==> src/rtl/e203_exu_fpu_fmis_cvtws_pkg.sv <==
//============================================================================
// Module  : e203_exu_fpu_fmis_cvtws_pkg
// Brief   : Shared constants and types for the FPU misc float/int converters.
// Revision: 1.0 - initial release
//============================================================================
`default_nettype none

package e203_exu_fpu_fmis_cvtws_pkg;

    localparam logic [2:0] RM_RNE = 3'b000;
    localparam logic [2:0] RM_RTZ = 3'b001;
    localparam logic [2:0] RM_RDN = 3'b010;
    localparam logic [2:0] RM_RUP = 3'b011;
    localparam logic [2:0] RM_RMM = 3'b100;

    localparam int FFLAG_NV = 4;
    localparam int FFLAG_DZ = 3;
    localparam int FFLAG_OF = 2;
    localparam int FFLAG_UF = 1;
    localparam int FFLAG_NX = 0;

    localparam logic [31:0] INT_MAX  = 32'h7FFF_FFFF;
    localparam logic [31:0] INT_MIN  = 32'h8000_0000;
    localparam logic [31:0] UINT_MAX = 32'hFFFF_FFFF;

    localparam int         SP_EXP_W = 8;
    localparam int         SP_MAN_W = 23;
    localparam int         SP_SIG_W = SP_MAN_W + 1;
    localparam logic [7:0] SP_BIAS  = 8'd127;
    localparam logic [7:0] SP_EXP_MAX = 8'hFF;

    typedef enum logic [2:0] {
        ST_IDLE   = 3'd0,
        ST_UNPACK = 3'd1,
        ST_ALIGN  = 3'd2,
        ST_ROUND  = 3'd3,
        ST_OUT    = 3'd4
    } cvt_state_e;

    // Reserved encodings (and dynamic) fall back to the instance default
    function automatic logic [2:0] resolve_rm(input logic [2:0] rm, input logic [2:0] def_rm);
        return (rm > RM_RMM) ? def_rm : rm;
    endfunction

endpackage

`default_nettype wire

==> src/rtl/e203_exu_fpu_fmis_rnd.sv <==
//============================================================================
// Module  : e203_exu_fpu_fmis_rnd
// Brief   : Round-increment decision from sign, lsb and guard/round/sticky.
// Revision: 1.0 - initial release
//============================================================================
`default_nettype none

module e203_exu_fpu_fmis_rnd
    import e203_exu_fpu_fmis_cvtws_pkg::*;
(
    input  logic [2:0] i_rm,
    input  logic       i_sign,
    input  logic       i_lsb,
    input  logic       i_guard,
    input  logic       i_round,
    input  logic       i_sticky,
    output logic       o_inc,
    output logic       o_inexact
);

    logic w_any;

    assign w_any     = i_guard | i_round | i_sticky;
    assign o_inexact = w_any;

    always_comb begin
        o_inc = 1'b0;
        case (i_rm)
            RM_RNE:  o_inc = i_guard & (i_round | i_sticky | i_lsb);
            RM_RTZ:  o_inc = 1'b0;
            RM_RDN:  o_inc = i_sign & w_any;
            RM_RUP:  o_inc = ~i_sign & w_any;
            RM_RMM:  o_inc = i_guard;
            default: o_inc = 1'b0;
        endcase
    end

endmodule

`default_nettype wire

==> src/rtl/e203_exu_fpu_fmis_cvtws.sv <==
//============================================================================
// Module  : e203_exu_fpu_fmis_cvtws
// Brief   : Single-precision float to 32-bit signed/unsigned integer (FCVT.W[U].S).
// Revision: 1.0 - initial release
//============================================================================
`default_nettype none

module e203_exu_fpu_fmis_cvtws
    import e203_exu_fpu_fmis_cvtws_pkg::*;
#(
    parameter logic [2:0] DEF_RM = 3'b000
) (
    input  logic        clk,
    input  logic        rst_n,
    input  logic        i_valid,
    output logic        i_ready,
    input  logic [31:0] i_rs1,
    input  logic        i_unsigned,
    input  logic [2:0]  i_rm,
    output logic        o_valid,
    input  logic        o_ready,
    output logic [31:0] o_wdat,
    output logic [4:0]  o_fflags
);

    cvt_state_e r_state;

    logic [31:0]         r_rs1;
    logic                r_unsigned;
    logic [2:0]          r_rm;

    logic                r_sign;
    logic [SP_EXP_W-1:0] r_exp;
    logic [SP_SIG_W-1:0] r_sig;
    logic                r_is_nan;
    logic                r_is_inf;

    logic [31:0]         r_int;
    logic                r_guard;
    logic                r_round;
    logic                r_sticky;
    logic                r_ovf;

    logic [32:0]         r_mag;
    logic                r_inexact;

    logic                r_valid;
    logic [31:0]         r_wdat;
    logic [4:0]          r_fflags;

    logic signed [8:0]   w_ue;
    logic [54:0]         w_shift;
    logic [31:0]         w_int;
    logic                w_guard;
    logic                w_round;
    logic                w_sticky;
    logic                w_ovf;
    logic                w_inc;
    logic                w_inexact;
    logic [31:0]         w_wdat;
    logic                w_nv;
    logic                w_nx;
    logic [4:0]          w_fflags;

    assign i_ready  = (r_state == ST_IDLE);
    assign o_valid  = r_valid;
    assign o_wdat   = r_wdat;
    assign o_fflags = r_fflags;

    // Significand sits at bit 23 of a 55-bit window; ue shifts the binary point right
    assign w_ue    = $signed({1'b0, r_exp}) - $signed({1'b0, SP_BIAS});
    assign w_shift = {31'd0, r_sig} << w_ue[4:0];

    always_comb begin
        w_int    = 32'd0;
        w_guard  = 1'b0;
        w_round  = 1'b0;
        w_sticky = 1'b0;
        w_ovf    = 1'b0;
        if (w_ue[8]) begin
            if (r_exp == SP_BIAS - 8'd1) begin
                w_guard  = r_sig[23];
                w_round  = r_sig[22];
                w_sticky = |r_sig[21:0];
            end else if (r_exp == SP_BIAS - 8'd2) begin
                w_round  = r_sig[23];
                w_sticky = |r_sig[22:0];
            end else begin
                w_sticky = |r_sig;
            end
        end else if (w_ue > 9'sd31) begin
            w_ovf = 1'b1;
        end else begin
            w_int    = w_shift[54:23];
            w_guard  = w_shift[22];
            w_round  = w_shift[21];
            w_sticky = |w_shift[20:0];
        end
    end

    e203_exu_fpu_fmis_rnd u_rnd (
        .i_rm      (r_rm),
        .i_sign    (r_sign),
        .i_lsb     (r_int[0]),
        .i_guard   (r_guard),
        .i_round   (r_round),
        .i_sticky  (r_sticky),
        .o_inc     (w_inc),
        .o_inexact (w_inexact)
    );

    // Saturation: specials and out-of-range magnitudes clamp toward the operand's sign
    always_comb begin
        w_wdat = 32'd0;
        w_nv   = 1'b0;
        w_nx   = 1'b0;
        if (r_is_nan) begin
            w_nv   = 1'b1;
            w_wdat = r_unsigned ? UINT_MAX : INT_MAX;
        end else if (r_is_inf || r_ovf) begin
            w_nv = 1'b1;
            if (r_sign) w_wdat = r_unsigned ? 32'd0 : INT_MIN;
            else        w_wdat = r_unsigned ? UINT_MAX : INT_MAX;
        end else if (r_unsigned) begin
            if (!r_sign && r_mag[32]) begin
                w_nv   = 1'b1;
                w_wdat = UINT_MAX;
            end else if (r_sign && (r_mag != 33'd0)) begin
                w_nv   = 1'b1;
                w_wdat = 32'd0;
            end else begin
                w_wdat = r_sign ? 32'd0 : r_mag[31:0];
                w_nx   = r_inexact;
            end
        end else begin
            if (!r_sign && (r_mag > {1'b0, INT_MAX})) begin
                w_nv   = 1'b1;
                w_wdat = INT_MAX;
            end else if (r_sign && (r_mag > {1'b0, INT_MIN})) begin
                w_nv   = 1'b1;
                w_wdat = INT_MIN;
            end else begin
                w_wdat = r_sign ? (32'd0 - r_mag[31:0]) : r_mag[31:0];
                w_nx   = r_inexact;
            end
        end
    end

    always_comb begin
        w_fflags           = 5'd0;
        w_fflags[FFLAG_NV] = w_nv;
        w_fflags[FFLAG_NX] = w_nx & ~w_nv;
    end

    always_ff @(posedge clk or negedge rst_n) begin
        if (!rst_n) begin
            r_state    <= ST_IDLE;
            r_rs1      <= 32'd0;
            r_unsigned <= 1'b0;
            r_rm       <= RM_RNE;
            r_sign     <= 1'b0;
            r_exp      <= '0;
            r_sig      <= '0;
            r_is_nan   <= 1'b0;
            r_is_inf   <= 1'b0;
            r_int      <= 32'd0;
            r_guard    <= 1'b0;
            r_round    <= 1'b0;
            r_sticky   <= 1'b0;
            r_ovf      <= 1'b0;
            r_mag      <= 33'd0;
            r_inexact  <= 1'b0;
            r_valid    <= 1'b0;
            r_wdat     <= 32'd0;
            r_fflags   <= 5'd0;
        end else begin
            case (r_state)
                ST_IDLE: begin
                    if (i_valid) begin
                        r_rs1      <= i_rs1;
                        r_unsigned <= i_unsigned;
                        r_rm       <= resolve_rm(i_rm, DEF_RM);
                        r_state    <= ST_UNPACK;
                    end
                end
                ST_UNPACK: begin
                    r_sign   <= r_rs1[31];
                    r_exp    <= r_rs1[30:23];
                    r_sig    <= {|r_rs1[30:23], r_rs1[22:0]};
                    r_is_nan <= (r_rs1[30:23] == SP_EXP_MAX) && (r_rs1[22:0] != 23'd0);
                    r_is_inf <= (r_rs1[30:23] == SP_EXP_MAX) && (r_rs1[22:0] == 23'd0);
                    r_state  <= ST_ALIGN;
                end
                ST_ALIGN: begin
                    r_int    <= w_int;
                    r_guard  <= w_guard;
                    r_round  <= w_round;
                    r_sticky <= w_sticky;
                    r_ovf    <= w_ovf;
                    r_state  <= ST_ROUND;
                end
                ST_ROUND: begin
                    r_mag     <= {1'b0, r_int} + {32'd0, w_inc};
                    r_inexact <= w_inexact;
                    r_state   <= ST_OUT;
                end
                ST_OUT: begin
                    // First OUT cycle registers the saturated result; then hold until taken
                    if (!r_valid) begin
                        r_valid  <= 1'b1;
                        r_wdat   <= w_wdat;
                        r_fflags <= w_fflags;
                    end else if (o_ready) begin
                        r_valid <= 1'b0;
                        r_state <= ST_IDLE;
                    end
                end
                default: r_state <= ST_IDLE;
            endcase
        end
    end

endmodule

`default_nettype wire

==> config.mk <==
export PLATFORM = sky130hd
export DESIGN_NAME = e203_exu_fpu_fmis_cvtws
export DESIGN_NICKNAME = d
export VERILOG_FILES = /design/src/rtl/e203_exu_fpu_fmis_cvtws_pkg.sv /design/src/rtl/e203_exu_fpu_fmis_rnd.sv /design/src/rtl/e203_exu_fpu_fmis_cvtws.sv
export SDC_FILE = /design/constraint.sdc
export NUM_CORES = 1
export LEC_CHECK = 0
export CAP_MARGIN = 40
export CORE_AREA = 4 4 169 171
export DETAILED_ROUTE_END_ITERATION = 8
export DIE_AREA = 0 0 173 175
export PLACE_DENSITY = 0.57
export SYNTH_ARGS = -nofsm -noshare
export SYNTH_HDL_FRONTEND = slang
export SYNTH_SLANG_ARGS = --single-unit
==> constraint.sdc <==
create_clock -name clk -period 5.04 [get_ports clk]
set_clock_uncertainty 0.05 [all_clocks]
set_input_delay 1.512 -clock clk [delete_from_list [all_inputs] [get_ports clk]]
set_output_delay 1.512 -clock clk [all_outputs]
set_load 0.02 [all_outputs]
Word level (Yosys, flattened, before mapping)
Cells that the tools add are included.
Word-level totals
  memories: 0
  output and inout bits: 39
  bits in latches: 0
  ROM bits: 0
  input bits: 40
  bits in registers: 179
  bits in writable memories: 0
Cells by class
  div/mod/pow operators: 0
  reductions and logical operators: 21
  order comparisons: 4
  multiply operators: 0
  shift-type cells: 1
  muxes and demuxes: 49
  equality and inequality tests: 13
  add/subtract/negate cells: 3
  bitwise logic cells: 11
Operator list (count)
  two-way mux 32 bit: 14
  left shift 24 x 5 -> 55 bit: 1
  adder 32 x 1 -> 33 bit: 1
  greater-than comparator 33 x 31 -> 1 bit, second input constant: 1
  greater-than comparator 33 x 32 -> 1 bit, second input constant: 1
  nonzero test 33 bit: 1
  subtractor 1 x 32 -> 32 bit, first input constant: 1
  two-way mux 1 bit: 29
  OR reduction 24 bit: 1
  logical NOT 23 bit: 1
  nonzero test 23 bit: 1
  OR reduction 23 bit: 1
  OR reduction 22 bit: 1
  OR reduction 21 bit: 1
  == test 8 x 7 -> 1 bit, second input constant: 2
  case mux 3 bit (5 select lines): 1
  == test 3 x 2 -> 1 bit, second input constant: 4
  two-way mux 3 bit: 4
  greater-than comparator 9 x 6 -> 1 bit, second input constant: 1
  subtractor 8 x 7 -> 9 bit, second input constant: 1
  == test 8 bit, second input constant: 1
  OR reduction 8 bit: 1
  == test 3 bit, second input constant: 2
  logical AND 1 bit: 6
  other kinds (12): 24

Logic depth before layout (Yosys ltp)
Gate-level depths: netlist of the first run.
  depth after elaboration: 9
  gate-level depth with buffers: 15

Cells and area by module
A second synthesis of the first run with hierarchy kept.
Unflattened totals
  cell total of the unflattened synthesis: 1223
  area total of the unflattened synthesis: 10522.6 sq um
By module, submodules not included
  e203_exu_fpu_fmis_cvtws: area an instance 10466.3 sq um, sequential area each 4479.3 sq um, instances 1, cells each 1216
  e203_exu_fpu_fmis_rnd: area an instance 56.3 sq um, sequential area each 0.0 sq um, instances 1, cells each 7

Least setup slack after synthesis of the first run
OpenSTA, ideal clock, no wires.
  kind: register to register
  start: register r_exp[0]
  end: register r_sticky
  clock period less this slack: 3.673 ns
  data required time: 4.857 ns
  data arrival time: 3.491 ns
  setup slack: 1.367 ns
  stages on the path, launching flop included: 13
  path through: dfrtp_1 buf_2 inv_2 buf_1 ha_1 clkbuf_1 clkbuf_1 mux2_2 mux4_2 nor4_1 o32a_1 and4_1 a21oi_1
Between the ends
  cells in the longest elaborated chain, start to end: 5
  elaborated cells on any way between the ends: 10
Ends and longest elaborated chain
  start, declared: RTL line e203_exu_fpu_fmis_cvtws.sv:33  | logic [SP_EXP_W-1:0] r_exp;
  start signal, assigned: RTL line e203_exu_fpu_fmis_cvtws.sv:188  | r_exp <= r_rs1[30:23];
  subtractor 8 x 7 -> 9 bit: RTL line e203_exu_fpu_fmis_cvtws.sv:71  | assign w_ue = $signed({1'b0, r_exp}) - $signed({1'b0, SP_BIAS});
  left shift 24 x 5 -> 55 bit: RTL line e203_exu_fpu_fmis_cvtws.sv:72  | assign w_shift = {31'd0, r_sig} << w_ue[4:0];
  OR reduction 21 bit: RTL line e203_exu_fpu_fmis_cvtws.sv:97  | w_sticky = |w_shift[20:0];
  two-way mux 1 bit: RTL line e203_exu_fpu_fmis_cvtws.sv:91  | end else if (w_ue > 9'sd31) begin
  two-way mux 1 bit *: RTL line e203_exu_fpu_fmis_cvtws.sv:80  | if (w_ue[8]) begin
  end signal, assigned: RTL line e203_exu_fpu_fmis_cvtws.sv:198  | r_sticky <= w_sticky;
  end, declared: RTL line e203_exu_fpu_fmis_cvtws.sv:41  | logic r_sticky;
Mark *: on every way between the ends. The rest lies on a longest branch, timed or not.
A chain may end at the register's enable or synchronous reset.

Worst setup path after layout of the first run
  start: register r_mag[1]
  end: register r_wdat[12], in the netlist o_wdat[12]
Between the ends
  cells in the longest elaborated chain, start to end: 7
  elaborated cells on any way between the ends: 15
Ends and longest elaborated chain
  start, declared: RTL line e203_exu_fpu_fmis_cvtws.sv:44  | logic [32:0] r_mag;
  start signal, assigned: RTL line e203_exu_fpu_fmis_cvtws.sv:203  | r_mag <= {1'b0, r_int} + {32'd0, w_inc};
  subtractor 1 x 32 -> 32 bit, or another cell as far along: RTL line e203_exu_fpu_fmis_cvtws.sv:143  | w_wdat = r_sign ? (32'd0 - r_mag[31:0]) : r_mag[31:0];
  two-way mux 32 bit, or another cell as far along: RTL line e203_exu_fpu_fmis_cvtws.sv:143
  two-way mux 32 bit, on equally long branches: RTL line e203_exu_fpu_fmis_cvtws.sv:139, e203_exu_fpu_fmis_cvtws.sv:128
  two-way mux 32 bit, on equally long branches: RTL line e203_exu_fpu_fmis_cvtws.sv:136, e203_exu_fpu_fmis_cvtws.sv:125
  two-way mux 32 bit *: RTL line e203_exu_fpu_fmis_cvtws.sv:124  | end else if (r_unsigned) begin
  two-way mux 32 bit *: RTL line e203_exu_fpu_fmis_cvtws.sv:120  | end else if (r_is_inf || r_ovf) begin
  two-way mux 32 bit *: RTL line e203_exu_fpu_fmis_cvtws.sv:117  | if (r_is_nan) begin
  end signal, assigned: RTL line e203_exu_fpu_fmis_cvtws.sv:211  | r_wdat <= w_wdat;
  end, declared: RTL line e203_exu_fpu_fmis_cvtws.sv:48  | logic [31:0] r_wdat;
Marks and branches as above.

==> impl_metrics.tcl, run 1 <==
set metrics [dict create \
    r2r_setup_slack_ns 1.35 \
    synthSimpleGateAreaFrac_pct 19.5 \
    drt_wl_total_mm 29.5 \
    grtUsageTotal_pct 19.5 \
    io_pins 79 \
    netlist_instances 1163 \
    gp_congestion 0.901 \
    timing.fmax_mhz 271 \
    min_period_over_period_pct 73.2 \
    required_ns 5.34 \
    power_density_nw_per_um2 788 \
    synthesis.area_um2 10600 \
    drc 0 \
    fin_cells 1562 \
    ir_worst_vdd_mv 0.301 \
    synth-edff-count 0 \
    hold_buffers 0 \
    grt_max_degree 66 \
    dieArea_um2 30300 \
    die-height_um 175 \
    synth_xor_area_share_pct 3.38 \
    cts-buffers-inserted 17 \
    period_minus_slack_ns 3.69 \
    status "finished clean" \
    synthArstFlopShare_pct 100 \
    endpoint_kind "flip-flop" \
    clk_pin_slew_ns 0.08 \
    relSlewSlack_pct 35.1 \
    dp_slack_ns 1.41 \
    hold_slack_ns 0.456 \
    layout-drive-gt1-share_pct 13.5 \
    crit_arrival_ns 3.99 \
    grt_pass1_wl_mm 48.7 \
    drt_iter0_markers 791 \
    clock-root-buffer "clkbuf_16" \
    start_util_pct 39.6 \
    core_um2 26900 \
    portBuffers 75 \
    avgViaCountPerCell 5.82 \
    cts_tree "built" \
    ys.flop_type "dfrtp_1" \
    fill_cells 2614 \
    grt_pass1_vias 8718 \
    ys_types 77 \
    holdCritPathClass "reg2reg" \
    seq_area_um2 4480 \
    wl_per_cell_um 18.9 \
    ys_seq_elements 179 \
    cts.path.max_buffers 2 \
    synth_compound_area_share_pct 17.8 \
    numClockSinks 179 \
    synth_top_family_by_area "simple AND/OR/NAND/NOR gates" \
    area_delta_synth_final_pct 16.7 \
    vias 9086 \
    grt_overflow 0 \
    cts_resized 0 \
    leakage_nw 5.09 \
    muxShareOfSynthArea_pct 12.4 \
    maxCapViolCount 0 \
    layout_commonest_cell "nand2_1" \
    syn_avg_cell_area_um2 9.14 \
    finalSetupViolCount 0 \
    rows 60 \
    final_nets 1256 \
    finalMaxSlewViolations 0 \
    synth_top_area_cell "dfrtp_1" \
    die_width_um 173 \
    power_mw 9.77 \
    insertion_delay_ns 0.45 \
    grt_setup_unrepaired "no" \
    synth_area_leaders "dfrtp_1 42%, nand2_1 6.8%, mux2_2 6.6%, o21ai_0 5.5%, mux4_2 3.4%" \
    multiInputGateArea_um2 5780 \
    dp_hpwl_mm 21.3 \
    worstPathMaxFanout 28 \
    placed_cells 1530 \
    post_cts_buffers 0 \
    worst_slack_ns 1.35 \
    cts_max_level 4 \
    firstDrtPassIters 5 \
    mostFrequentLayoutCells "194 x nand2_1, 179 x dfrtp_1, 116 x o21ai_0, 74 x clkdlybuf4s50_1, 62 x mux2_2" \
    antenna_found_initial 0 \
    ant_nets 0 \
    path_class "reg2reg" \
    finalSetupTns_ns 0 \
    synthAdderAreaFrac_pct 0.941 \
    yosysSeqAreaShare_pct 42.1 \
    synth_top_area_share_pct 42.1 \
    finalHoldViolations 0 \
    setup.worst_path.start_class "flip-flop" \
    ys_warn_count 0 \
    tightest_slew_ns 0.973 \
    num_antenna_cells 0 \
]
==> critical path, cell delays in order, from the launching register on <==
cell     delay [ns]
dfrtp_1        0.48
inv_1          0.09
ha_1           0.21
nor2b_1        0.28
nand4_1        0.50
nor4b_4        0.62
a21o_1         0.75
buf_4          0.34
a21oi_1        0.08
o21ai_0        0.19
==> report_power, final <==
group / internal, mW / switching, mW
Clock: 0.717 / 0.688
Sequential: 2.02 / 0.718
Combinational: 2.42 / 3.21
==> per-layer routing <==
layer / track usage [%] / part of all wire (%) / vias to the layer above
met1: 26.8 / 46 / 4421
met3: 2.90 / 4.0 / 43
li1: - / - / 4363
met2: 31.9 / 47 / 259
met5: 0 / 0 / -
met4: 6.09 / 2.3 / 0
==> stage by stage <==
stage / area [um2] / utilization [%]
finish: 12400 / 46.2
global route: 12400 / 46.2
CTS: 12400 / 46.2
detailed placement: 11800 / 43.9
global placement: 11700 / 43.6
floorplan: 10600 / -
==> cells by family (layout without fill, tap and decap cells) <==
logic type | after synthesis | after routing
AND/OR/NAND/NOR | 425 | 425
AO/OA/AOI/OAI | 302 | 302
flip-flops | 179 | 179
multiplexers | 104 | 104
buffers and inverters | 103 | 159
XOR/XNOR | 41 | 41
adder cells (fa/ha/maj) | 8 | 8
other | 1 | 3
==> cells in the mapped netlist, types with 6 or more instances <==
cell,count
inv_1,18
nand2_1,194
o31ai_1,9
mux2_2,62
nor4_1,25
o211ai_1,6
a32oi_1,8
nor3_1,18
and2_1,13
nand4_1,24
a31oi_1,18
o41ai_1,7
nand3_1,34
o22ai_1,17
xor2_1,23
or2_2,8
or3_1,7
dfrtp_1,179
and3_1,10
buf_1,8
o21ai_0,116
mux4_2,16
xnor2_1,18
mux2i_1,26
a21oi_1,56
buf_2,8
ha_1,8
a32o_1,10
nor2_1,55
clkbuf_1,63
o21a_1,9
nor3b_1,9
==> flip-flops by register name, indices dropped and copies added (netlist names), 2 cells and up <==
signal	cells
o_fflags	2
o_wdat	32
r_exp	8
r_int	32
r_mag	33
r_rm	3
r_rs1	32
r_sig	24
r_state	3
==> worst paths after layout <==
check	end	from	cells after the start
setup / recovery	o_wdat[12]$_DFFE_PN0P_	r_mag[1]$_DFFE_PN0P_	9
hold / removal	r_is_inf$_DFFE_PN0P_	r_is_inf$_DFFE_PN0P_	1
setup reg to reg	o_wdat[12]$_DFFE_PN0P_	r_mag[1]$_DFFE_PN0P_	9
hold reg to reg	r_is_inf$_DFFE_PN0P_	r_is_inf$_DFFE_PN0P_	1
max in group asynchronous	r_rs1[26]$_DFFE_PN0P_	rst_n	3
min in group asynchronous	r_state[2]$_DFFE_PN0P_	rst_n	1
==> area by class of cell <==
cell class / instances / share of cell area [%]
Clock buffer: 17 / 3.43
Clock inverter: 15 / 1.52
Inverter: 20 / 0.605
Multi-Input combinational cell: 883 / 46.6
Sequential cell: 179 / 36.1
Tap cell: 341 / 3.44
Timing Repair Buffer: 107 / 8.32
(Power assumes the default switching activity.)
==> inputs of run 2 (changes only) <==
--- a/config.mk
+++ b/config.mk
@@ -9,7 +9,7 @@
 export CORE_AREA = 4 4 169 171
 export DETAILED_ROUTE_END_ITERATION = 8
 export DIE_AREA = 0 0 173 175
-export PLACE_DENSITY = 0.57
+export PLACE_DENSITY = 0.59
 export SYNTH_ARGS = -nofsm -noshare
 export SYNTH_HDL_FRONTEND = slang
 export SYNTH_SLANG_ARGS = --single-unit
==> constraint.sdc (replaced) <==
create_clock -name clk -period 3.05 [get_ports clk]
set_clock_uncertainty 0.05 [all_clocks]
set_input_delay 0.915 -clock clk [delete_from_list [all_inputs] [get_ports clk]]
set_output_delay 0.915 -clock clk [all_outputs]
set_load 0.02 [all_outputs]
==> impl_metrics.tcl, run 2 (synthesis results as in run 1) <==
set metrics [dict create \
    status "finished clean" \
    drc 0 \
    cpPeakStageDelay_ns 0.52 \
    path_class "reg2reg" \
    endpoint_kind "flip-flop" \
    numClockSinks 179 \
    die_width_um 173 \
    largest_reg_flops 33 \
    mostFrequentLayoutCells "194 x nand2_1, 179 x dfrtp_1, 116 x o21ai_0, 73 x clkdlybuf4s50_1" \
    worstPathMaxFanout 36 \
    holdCritPathClass "in2async" \
    gp_congestion 0.916 \
    place_area_um2 12100 \
    min_period_over_period_pct 95.2 \
    grt_setup_unrepaired "no" \
    relSlewSlack_pct 55.3 \
    portBuffers 75 \
    clk_pin_slew_ns 0.08 \
    drt_iter0_markers 750 \
    clock-root-buffer "clkbuf_16" \
    final_cell_area_um2 12700 \
    grt_max_degree 75 \
    firstDrtPassIters 5 \
    area_delta_synth_final_pct 19.7 \
    regMostFlops "r_mag" \
    placed_cells 1565 \
    maxCapViolCount 0 \
    power_density_nw_per_um2 1320 \
    leakage_nw 5.30 \
    multiInputGateArea_um2 5800 \
    required_ns 3.31 \
    final_nets 1291 \
    finalMaxSlewViolations 0 \
    drt_wl_total_mm 30.2 \
    layout_commonest_cell "nand2_1" \
    die-height_um 175 \
    num_antenna_cells 0 \
    grt_overflow 0 \
    ir_worst_vdd_mv 0.529 \
    tightest_slew_ns 0.665 \
    antenna_found_initial 0 \
    vias 9281 \
    seq_area_um2 4480 \
    finalSetupViolCount 0 \
    avgViaCountPerCell 5.81 \
    timing.fmax_mhz 344 \
    cts-buffers-inserted 17 \
    cts_tree "built" \
    wl_per_cell_um 18.9 \
    path_cells "inv_2 -> ha_1 -> buf_12 -> mux2_2 -> mux4_2 -> nor4_1 -> o32a_1 -> and4_1 -> a21oi_1" \
    cts_max_level 4 \
    cp_top_family "multiplexers" \
    crit_path_top_delay_cell "mux4_2" \
    start_util_pct 39.6 \
    fill_cells 2574 \
    dieArea_um2 30300 \
    path_buf_inv 2 \
    setup.worst_path.start_class "flip-flop" \
    finalHoldViolations 0 \
    fin_cells 1597 \
    hold_slack_ns 0.329 \
    grtUsageTotal_pct 20.0 \
    hold_buffers 0 \
    rows 60 \
    cts.path.max_buffers 2 \
    grt_pass1_wl_mm 50.1 \
    io_pins 79 \
    dp_hpwl_mm 22.2 \
    core_um2 26900 \
    crit_arrival_ns 3.17 \
    ant_nets 0 \
    period_minus_slack_ns 2.90 \
    postLayoutCoreUtil_pct 47.4 \
    insertion_delay_ns 0.45 \
    layout-drive-gt1-share_pct 16.2 \
    grt_pass1_vias 9287 \
]
## run 2: area by class of cell
cell class / count / share of cell area (%)
multi-input combinational: 883 / 45.5
sequential: 179 / 35.2
timing repair buffer: 142 / 10.4
tap: 341 / 3.35
clock buffer: 17 / 3.34
clock inverter: 15 / 1.65
inverter: 20 / 0.590
## run 2: repair_timing
item,CTS,global route
buffers inserted,0,0
gates resized for setup,0,1
endpoints found under the setup margin,0,1
hold endpoints to repair,0,0
## run 2: metal layers
metal	GRT usage, %	share of wire [%]	vias up	routed length [um]
met1	26.1	45	4526	13500
met2	34.0	49	260	14700
li1	-	-	4433	-
met4	7.72	2.9	0	886
met3	2.66	3.6	62	1100
met5	0	0	-	0
## run 2: worst paths after layout
check	startpoint	to	slack (ns)	cells after the start
max	r_exp[0]$_DFFE_PN0P_	r_sticky$_DFFE_PN0N_	0.15	9
min	rst_n	r_mag[27]$_DFFE_PN0P_	0.33	1
max reg2reg	r_exp[0]$_DFFE_PN0P_	r_sticky$_DFFE_PN0N_	0.15	9
min reg2reg	r_rs1[13]$_DFFE_PN0P_	r_sig[13]$_DFFE_PN0P_	0.45	2
max in group asynchronous	rst_n	r_sig[12]$_DFFE_PN0P_	1.90	2
min in group clk	r_rs1[13]$_DFFE_PN0P_	r_sig[13]$_DFFE_PN0P_	0.45	2
## run 2: through the flow
stage          setup TNS (ns)  setup WS [ns]  total power, mW
3_5_place_dp                0          0.233             14.3
6_report                    0          0.146             16.8
4_1_cts                     0         0.0109             16.8
5_1_grt                     0         0.0195             18.0
3_3_place_gp                0          0.249             14.2
2_1_floorplan          -0.112         -0.112             11.0
## run 2: where the power goes
group | total, mW | internal (mW) | switching (mW) | leakage (nW)
registers | 4.43 | 3.34 | 1.09 | 2.26
clock network | 2.42 | 1.33 | 1.09 | 0.306
logic | 9.96 | 4.41 | 5.54 | 2.74
total | 16.8 | 9.09 | 7.71 | 5.30
==> inputs of run 3 (changes only) <==
--- a/config.mk
+++ b/config.mk
@@ -9,7 +9,8 @@
 export CORE_AREA = 4 4 169 171
 export DETAILED_ROUTE_END_ITERATION = 8
 export DIE_AREA = 0 0 173 175
-export PLACE_DENSITY = 0.59
+export DONT_BUFFER_PORTS = 1
+export PLACE_DENSITY = 0.56
 export SYNTH_ARGS = -nofsm -noshare
 export SYNTH_HDL_FRONTEND = slang
 export SYNTH_SLANG_ARGS = --single-unit
==> impl_metrics.tcl, run 3 (synthesis results as in run 1) <==
set metrics [dict create \
    final_nets 1211 \
    grt_overflow 0 \
    endpoint_kind "flip-flop" \
    cts-buffers-inserted 17 \
    dp_slack_ns 0.162 \
    finalSetupTns_ns 0 \
    period_minus_slack_ns 2.90 \
    avgViaCountPerCell 5.90 \
    wirelength_met1_mm 13.9 \
    fin_cells 1517 \
    area_delta_synth_final_pct 11.8 \
    path_class "reg2reg" \
    grt_setup_unrepaired "no" \
    finalSetupViolCount 0 \
    gp_congestion 0.903 \
    clk_pin_slew_ns 0.08 \
    drt_iter0_markers 675 \
    relSlewSlack_pct 45.4 \
    antenna_found_initial 0 \
    power_mw 16.0 \
    placed_cells 1485 \
    setup.worst_path.start_class "flip-flop" \
    dp_hpwl_mm 21.2 \
    status "finished clean" \
    min_period_over_period_pct 95.0 \
    required_ns 3.31 \
    insertion_delay_ns 0.44 \
    start_util_pct 39.6 \
    tightest_slew_ns 0.817 \
    firstDrtPassIters 5 \
    grt_max_degree 180 \
    wl_per_cell_um 19.3 \
    io_pins 79 \
    rows 60 \
    worst_slack_ns 0.153 \
    maxCapViolCount 0 \
    dieArea_um2 30300 \
    post_cts_buffers 0 \
    largest_reg_flops 33 \
    grt_pass1_wl_mm 48.3 \
    num_antenna_cells 0 \
    wl_met2_mm 13.5 \
    grtUsageTotal_pct 19.4 \
    die-height_um 175 \
    holdCritPathClass "in2async" \
    mostFrequentLayoutCells "194 x nand2_1, 179 x dfrtp_1, 116 x o21ai_0, 62 x mux2_2, 59 x buf_4" \
    layout-drive-gt1-share_pct 16.8 \
    cts_resized 0 \
    grt_pass1_vias 8751 \
    portBuffers 0 \
    clock-root-buffer "clkbuf_16" \
    ant_nets 0 \
    regMostFlops "r_mag" \
    hold_buffers 0 \
    leakage_nw 4.96 \
    drc 0 \
    numClockSinks 179 \
    cts_max_level 4 \
    top_layer "met4" \
    vias 8947 \
    hold_slack_ns 0.128 \
    worstPathMaxFanout 36 \
    cts.path.max_buffers 2 \
    wl_met3_um 987 \
    core_um2 26900 \
    layout_commonest_cell "nand2_1" \
    finalMaxSlewViolations 0 \
    ir_worst_vdd_mv 0.435 \
    power_density_nw_per_um2 1350 \
    r2r_setup_slack_ns 0.15 \
    cts_tree "built" \
    finalHoldViolations 0 \
    timing.fmax_mhz 345 \
    crit_arrival_ns 3.16 \
    die_width_um 173 \
    drt_wl_total_mm 29.2 \
]
==> run 3: cell types whose count changed in the layout (fill, tap and decap cells not counted), sizes merged <==
cell and delta:
bufinv -2, buf -6, clkinv +4, clkdlybuf4s50 -73, clkinvlp -2, dlymetal6s2s -1
==> run 3: metal layers <==
| metal | track usage (%) | up-vias |
|---|---|---|
| li1 | - | 4271 |
| met1 | 27.0 | 4397 |
| met2 | 30.8 | 225 |
| met3 | 3.03 | 54 |
| met4 | 6.68 | 0 |
| met5 | 0 | - |
==> run 3: layout make-up <==
| class | count | area [um2] |
|---|---|---|
| fill | 2703 | 15000 |
| multi-input combinational | 883 | 5790 |
| sequential | 179 | 4480 |
| timing repair buffer | 62 | 503 |
| tap | 341 | 427 |
| clock buffer | 17 | 425 |
| clock inverter | 15 | 189 |
| inverter | 20 | 75.1 |
==> run 3: worst paths after layout <==
path	start	endpoint	cells after the start
worst min register to register	r_rs1[15]$_DFFE_PN0P_	r_sig[15]$_DFFE_PN0P_	2
max in group asynchronous	rst_n	r_rs1[6]$_DFFE_PN0P_	0
worst max-delay path	r_exp[0]$_DFFE_PN0P_	r_sticky$_DFFE_PN0N_	9
worst max register to register	r_exp[0]$_DFFE_PN0P_	r_sticky$_DFFE_PN0N_	9
worst min-delay path	rst_n	o_fflags[0]$_DFFE_PN0P_	0
min in group clk	r_rs1[15]$_DFFE_PN0P_	r_sig[15]$_DFFE_PN0P_	2
==> run 3: where the power goes <==
group | internal [mW] | switching, mW
combinational | 3.92 | 5.07
sequential | 3.34 | 1.41
clock | 1.19 | 1.09
==> run 3: per-stage QoR <==
stage | util (%) | cell area [um2]
after detailed placement | 42.0 | 11300
after floorplan | - | 10700
final | 44.2 | 11900
after global placement | 42.0 | 11300
after CTS | 44.2 | 11900
after global routing | 44.2 | 11900
==> run 3: worst max-delay path, stage by stage (launching register included) <==
cell and delay [ns]:
dfrtp_1 0.39, inv_2 0.05, ha_1 0.32, buf_12 0.21
mux2_2 0.39, mux4_2 0.53, mux2i_1 0.24, o2111ai_1 0.15
nor4b_1 0.32, a21oi_1 0.11
